--- config.mk ---
export PLATFORM = sky130hd
export DESIGN_NAME = drv_segment_dec_scan
export DESIGN_NICKNAME = d
export VERILOG_FILES = /design/src/rtl/drv_segment_pkg.sv /design/src/rtl/drv_segment_bin2bcd.sv /design/src/rtl/drv_segment_dec_scan.sv
export SDC_FILE = /design/constraint.sdc
export NUM_CORES = 1
export LEC_CHECK = 0
export ABC_AREA = 1
export BUFFER_PORTS_ARGS = -buffer_cell sky130_fd_sc_hd__buf_2
export CORE_MARGIN = 4
export CORE_UTILIZATION = 65
export DETAILED_ROUTE_END_ITERATION = 10
export PLACE_DENSITY_LB_ADDON = 0.2
export SYNTH_ARGS = -nofsm -noshare
export SYNTH_HDL_FRONTEND = slang
export SYNTH_SLANG_ARGS = --single-unit
--- constraint.sdc ---
create_clock -name i_clk -period 5.9 [get_ports i_clk]
set_input_delay 1.475 -clock i_clk [delete_from_list [all_inputs] [get_ports i_clk]]
set_output_delay 1.475 -clock i_clk [all_outputs]
set_load 0.03 [all_outputs]
--- src/rtl/drv_segment_pkg.sv ---
// Shared constants, state encoding and segment decode for the multiplexed
// decimal 7-segment driver.
package drv_segment_pkg;

    localparam logic [6:0] SEG_BLANK = 7'h00;
    localparam logic [6:0] SEG_DASH  = 7'h40;

    // Bit n drives segment n: 0 top, 1 upper-right, 2 lower-right, 3 bottom,
    // 4 lower-left, 5 upper-left, 6 middle.
    localparam logic [6:0] SEG_DIGIT [0:9] = '{
        7'h3F, 7'h06, 7'h5B, 7'h4F, 7'h66,
        7'h6D, 7'h7D, 7'h07, 7'h7F, 7'h6F
    };

    typedef enum logic [1:0] {
        IDLE,
        SHIFT,
        COMMIT
    } conv_state_t;

    function automatic logic [6:0] seg_decode(input logic [3:0] nib);
        logic [6:0] seg;
        seg = SEG_BLANK;
        if (nib <= 4'd9) begin
            seg = SEG_DIGIT[nib];
        end
        return seg;
    endfunction

endpackage

--- src/rtl/drv_segment_bin2bcd.sv ---
// Sequential double-dabble binary-to-BCD converter, one input bit per clock,
// with detection of results that do not fit in p_width decimal digits.
module drv_segment_bin2bcd
    import drv_segment_pkg::*;
#(
    parameter int p_width     = 4,
    parameter int p_bin_width = 14
) (
    input  logic                   i_clk,
    input  logic                   i_rst,
    input  logic [p_bin_width-1:0] i_value,
    input  logic                   i_load,
    output logic                   o_busy,
    output logic                   o_done,
    output logic [p_width*4-1:0]   o_bcd,
    output logic                   o_ovf
);

    localparam int NIB = p_width + 1;
    localparam int SW  = NIB * 4;
    localparam int CW  = $clog2(p_bin_width + 1);

    conv_state_t state_reg, state_next;

    logic [p_bin_width-1:0] bin_reg;
    logic [SW-1:0]          bcd_reg;
    logic [SW-1:0]          bcd_adj;
    logic                   sticky_reg;
    logic [CW-1:0]          cnt_reg;
    logic                   done_reg;
    logic                   ovf_reg;
    logic [p_width*4-1:0]   out_reg;
    logic                   scratch_ovf;

    genvar gi;
    generate
        for (gi = 0; gi < NIB; gi++) begin : g_adj
            assign bcd_adj[gi*4 +: 4] = (bcd_reg[gi*4 +: 4] >= 4'd5) ?
                                        bcd_reg[gi*4 +: 4] + 4'd3 :
                                        bcd_reg[gi*4 +: 4];
        end
    endgenerate

    // A carry lost off the top nibble means the value already exceeded the
    // scratch range, so it is remembered even if the top nibble later reads 0.
    assign scratch_ovf = sticky_reg | (bcd_reg[SW-1 -: 4] != 4'd0);

    always_ff @(posedge i_clk) begin
        if (i_rst) begin
            state_reg <= IDLE;
        end else begin
            state_reg <= state_next;
        end
    end

    always_comb begin
        state_next = state_reg;
        case (state_reg)
            IDLE:    if (i_load) state_next = SHIFT;
            SHIFT:   if (cnt_reg == CW'(p_bin_width - 1)) state_next = COMMIT;
            COMMIT:  state_next = IDLE;
            default: state_next = IDLE;
        endcase
    end

    always_comb begin
        o_busy = (state_reg != IDLE);
    end

    always_ff @(posedge i_clk) begin
        if (i_rst) begin
            bin_reg    <= '0;
            bcd_reg    <= '0;
            sticky_reg <= 1'b0;
            cnt_reg    <= '0;
            done_reg   <= 1'b0;
            ovf_reg    <= 1'b0;
            out_reg    <= '0;
        end else begin
            done_reg <= 1'b0;
            case (state_reg)
                IDLE: begin
                    if (i_load) begin
                        bin_reg    <= i_value;
                        bcd_reg    <= '0;
                        sticky_reg <= 1'b0;
                        cnt_reg    <= '0;
                    end
                end
                SHIFT: begin
                    bcd_reg    <= {bcd_adj[SW-2:0], bin_reg[p_bin_width-1]};
                    bin_reg    <= bin_reg << 1;
                    sticky_reg <= sticky_reg | bcd_adj[SW-1];
                    cnt_reg    <= cnt_reg + CW'(1);
                end
                COMMIT: begin
                    done_reg <= 1'b1;
                    ovf_reg  <= scratch_ovf;
                    if (!scratch_ovf) begin
                        out_reg <= bcd_reg[p_width*4-1:0];
                    end
                end
                default: begin
                end
            endcase
        end
    end

    assign o_done = done_reg;
    assign o_bcd  = out_reg;
    assign o_ovf  = ovf_reg;

endmodule

--- src/rtl/drv_segment_dec_scan.sv ---
// Multiplexed decimal 7-segment driver: converts a loaded binary value to BCD
// and scans the digits on a shared segment bus with optional zero blanking.
module drv_segment_dec_scan
    import drv_segment_pkg::*;
#(
    parameter int p_width     = 4,
    parameter int p_bin_width = 14,
    parameter int p_div       = 50000
) (
    input  logic                   i_clk,
    input  logic                   i_rst,
    input  logic [p_bin_width-1:0] i_value,
    input  logic                   i_load,
    input  logic                   i_blank_en,
    output logic                   o_busy,
    output logic                   o_ovf,
    output logic [6:0]             o_drv_sgmnt,
    output logic [p_width-1:0]     o_drv_digit
);

    localparam int DW = (p_div > 1) ? $clog2(p_div) : 1;
    localparam int IW = (p_width > 1) ? $clog2(p_width) : 1;

    logic [DW-1:0]        pre_reg;
    logic [IW-1:0]        idx_reg;
    logic [p_width*4-1:0] disp_bcd_reg;
    logic                 disp_ovf_reg;
    logic                 conv_done;
    logic                 conv_ovf;
    logic [p_width*4-1:0] conv_bcd;
    logic [p_width-1:0]   nib_zero;
    logic [3:0]           cur_nib;
    logic                 cur_blank;
    logic [6:0]           seg_next;
    logic [p_width-1:0]   digit_next;
    logic [6:0]           seg_reg;
    logic [p_width-1:0]   digit_reg;

    drv_segment_bin2bcd #(
        .p_width     (p_width),
        .p_bin_width (p_bin_width)
    ) u_bin2bcd (
        .i_clk   (i_clk),
        .i_rst   (i_rst),
        .i_value (i_value),
        .i_load  (i_load),
        .o_busy  (o_busy),
        .o_done  (conv_done),
        .o_bcd   (conv_bcd),
        .o_ovf   (conv_ovf)
    );

    always_ff @(posedge i_clk) begin
        if (i_rst) begin
            pre_reg <= '0;
            idx_reg <= '0;
        end else if (pre_reg == DW'(p_div - 1)) begin
            pre_reg <= '0;
            if (idx_reg == IW'(p_width - 1)) begin
                idx_reg <= '0;
            end else begin
                idx_reg <= idx_reg + IW'(1);
            end
        end else begin
            pre_reg <= pre_reg + DW'(1);
        end
    end

    // An overflowing result keeps the last good digits but shows dashes
    // until an in-range value commits.
    always_ff @(posedge i_clk) begin
        if (i_rst) begin
            disp_bcd_reg <= '0;
            disp_ovf_reg <= 1'b0;
        end else if (conv_done) begin
            disp_ovf_reg <= conv_ovf;
            if (!conv_ovf) begin
                disp_bcd_reg <= conv_bcd;
            end
        end
    end

    genvar gi;
    generate
        for (gi = 0; gi < p_width; gi++) begin : g_zero
            assign nib_zero[gi] = (disp_bcd_reg[gi*4 +: 4] == 4'd0);
        end
    endgenerate

    // Digit i>0 is a leading zero when it and every digit above it are zero.
    always_comb begin
        cur_nib    = '0;
        cur_blank  = 1'b0;
        digit_next = '0;
        for (int i = 0; i < p_width; i++) begin
            if (idx_reg == IW'(i)) begin
                cur_nib       = disp_bcd_reg[i*4 +: 4];
                digit_next[i] = 1'b1;
                cur_blank     = (i != 0);
                for (int j = i; j < p_width; j++) begin
                    cur_blank = cur_blank && nib_zero[j];
                end
            end
        end
    end

    always_comb begin
        seg_next = seg_decode(cur_nib);
        if (disp_ovf_reg) begin
            seg_next = SEG_DASH;
        end else if (i_blank_en && cur_blank) begin
            seg_next = SEG_BLANK;
        end
    end

    always_ff @(posedge i_clk) begin
        if (i_rst) begin
            seg_reg   <= '0;
            digit_reg <= '0;
        end else begin
            seg_reg   <= seg_next;
            digit_reg <= digit_next;
        end
    end

    assign o_drv_sgmnt = seg_reg;
    assign o_drv_digit = digit_reg;
    assign o_ovf       = disp_ovf_reg;

endmodule

==> flow_metrics.tcl <==
set metrics [dict create \
    status "finished clean" \
    synthTopCellsByArea "dfxtp_1, nand2_1, a21oi_1" \
    antenna_found_initial 0 \
    grt_max_degree 41 \
    dieWidth_um 94.1 \
    die_h_um 94.1 \
    clk_latency_ns 0.36 \
    root_buffer "clkbuf_8" \
    num_vias 4113 \
    largest_register_ffs 20 \
    avgSynthCellArea_um2 7.49 \
    post-dp-hpwl_um 6470 \
    tightest_slew_ns 0.796 \
    synthTopCellsByCount "nand2_1, dfxtp_1, inv_1, a21oi_1, o21ai_0" \
    holdBufCountCts 0 \
    drt_pass1_iterations 4 \
    ys_ff_latch 105 \
    ant_nets 0 \
    synth_cell_types 38 \
    tns_ns 0 \
    skew_ns 0.0133 \
    n_antenna_cell 0 \
    ys_async_sr_fraction 0 \
    cts.path.max_buffers 2 \
    start_util 0.668 \
    endpoint_kind "register" \
    synth_top_area_frac 0.436 \
    setup_viol 0 \
    cp_max_fo 40 \
    cts_inserted_buffers 9 \
    synth_edf_count 0 \
    hold_path.class "register to register" \
    syn_area_um2 4820 \
    gr-total-overflow 0 \
    die_area_um2 8860 \
    clk_pin_slew_ns 0.09 \
    finalCriticalPeriod_ns 2.79 \
    worst-setup-path-type "primary input to register" \
    synth_area_leader_cell "dfxtp_1" \
    synth.most_common_cell "nand2_1" \
    gp_congestion 0.857 \
    post-route-drc-count 0 \
    num_io_pins 31 \
    period_share 0.473 \
    rows 31 \
    cts_resized 0 \
    maxCapViolations 0 \
    rsz0062_at_grt "false" \
    synth_fp_nets 686 \
    port_buffers 30 \
    crit_arrival_ns 3.04 \
    max_freq_ghz 0.359 \
    slew_viol_final 0 \
    ys_seq_area_frac 0.436 \
    routed_wl_um 9190 \
    fin_nets 703 \
    core_um2 7210 \
    synth_flop_cell "dfxtp_1" \
    syn_to_final_growth_pct 7.27 \
    hold_violations 0 \
    syn_inst 644 \
    relSlewSlack 0.468 \
    utilization 0.717 \
    p_leak_nw 2.07 \
    wl_per_cell_um 12.0 \
    worstSetupStartpointType "primary input" \
    irDropWorstVdd_mv 0.153 \
    r2r_setup_slack_ns 3.35 \
    drive_gt1_frac 0.0992 \
    drtIter0Drc 266 \
    grt_pass1_wl_um 15800 \
    cts_tree "built" \
    yosysWarnings 0 \
    p_per_area_nw_per_um2 240 \
    grt_pass1_vias 3718 \
    avgViaCountPerCell 5.38 \
    cts_setup_buffers 0 \
    cts_sinks 105 \
    required_ns 6.15 \
    htree_levels 3 \
    grtUsageTotal 0.218 \
]
[path summary, 6_finish.rpt]
| check | endpoint | cells after the start | startpoint |
|---|---|---|---|
| worst max-delay path | pre_reg[13]$_SDFF_PP0_ | 5 | i_rst |
| worst min-delay path | u_bin2bcd.o_bcd[8]$_SDFFE_PP0P_ | 2 | u_bin2bcd.o_bcd[8]$_SDFFE_PP0P_ |
| worst max register to register | o_drv_sgmnt[3]$_SDFF_PP0_ | 10 | idx_reg[0]$_SDFFE_PP0P_ |
| worst min register to register | u_bin2bcd.o_bcd[8]$_SDFFE_PP0P_ | 2 | u_bin2bcd.o_bcd[8]$_SDFFE_PP0P_ |
[layout by cell type (no fill, tap or decap), drive strengths merged, types with 2 or more instances in the layout]
master	n
a22oi	9
buf	32
nand2	126
or2	10
o21ai	58
clkinvlp	2
clkbuf	11
a21oi	80
nor3	4
nand4	8
inv	83
ha	24
nor2	50
dfxtp	105
nor4	3
a31oi	8
nand3	37
xor2	7
[stage by stage]
stage	hold slack (ns)	setup WS, ns	power (mW)	cells	instance area, µm²
floorplan	0.417	3.64	0.802	644	4820
detailed placement	0.435	2.76	0.820	749	4980
finish	0.448	3.11	1.24	764	5170
global placement	0.426	2.78	0.817	749	4980
global route	0.470	2.97	1.29	764	5170
CTS	0.448	3.14	1.25	764	5170
[where the power goes]
group          switching, mW  total, mW  internal [mW]
registers            0.00812      0.729          0.721
clock network          0.233      0.440          0.206
logic                 0.0521     0.0740         0.0219
[logic make-up after synthesis]
| family | after synthesis | share of synthesized area |
|---|---|---|
| and+or+nand+nor | 240 | 0.221 |
| adders and majority gates | 24 | 0.0623 |
| AOI/OAI and AO/OA | 159 | 0.176 |
| DFF | 105 | 0.436 |
| buffers and inverters | 109 | 0.0924 |
| xor gates and xnor gates | 7 | 0.0127 |
[worst max-delay path: stages]
cell	delay, ns
buf_2	0.58
inv_1	0.34
buf_4	0.34
nand2_4	0.22
a21oi_1	0.06
[per-layer routing]
layer	global-route usage	vias to the layer above	share of wire	routed length, µm
met5	0	-	0	0
met4	0.0734	0	0.0078	72
met3	0.0457	8	0.046	422
met2	0.377	78	0.49	4470
met1	0.268	1892	0.46	4220
li1	-	2135	-	-
[area by class of cell]
| class | instances | area (µm²) |
|---|---|---|
| clock inverters | 4 | 53.8 |
| flip-flops and latches | 105 | 2100 |
| well taps | 99 | 124 |
| inverters | 83 | 312 |
| multi-input cells | 430 | 2270 |
| repair buffers | 32 | 165 |
| fillers | 597 | 2040 |
| clock buffers | 11 | 141 |
No activity file was read; power rests on OpenSTA's default activity.
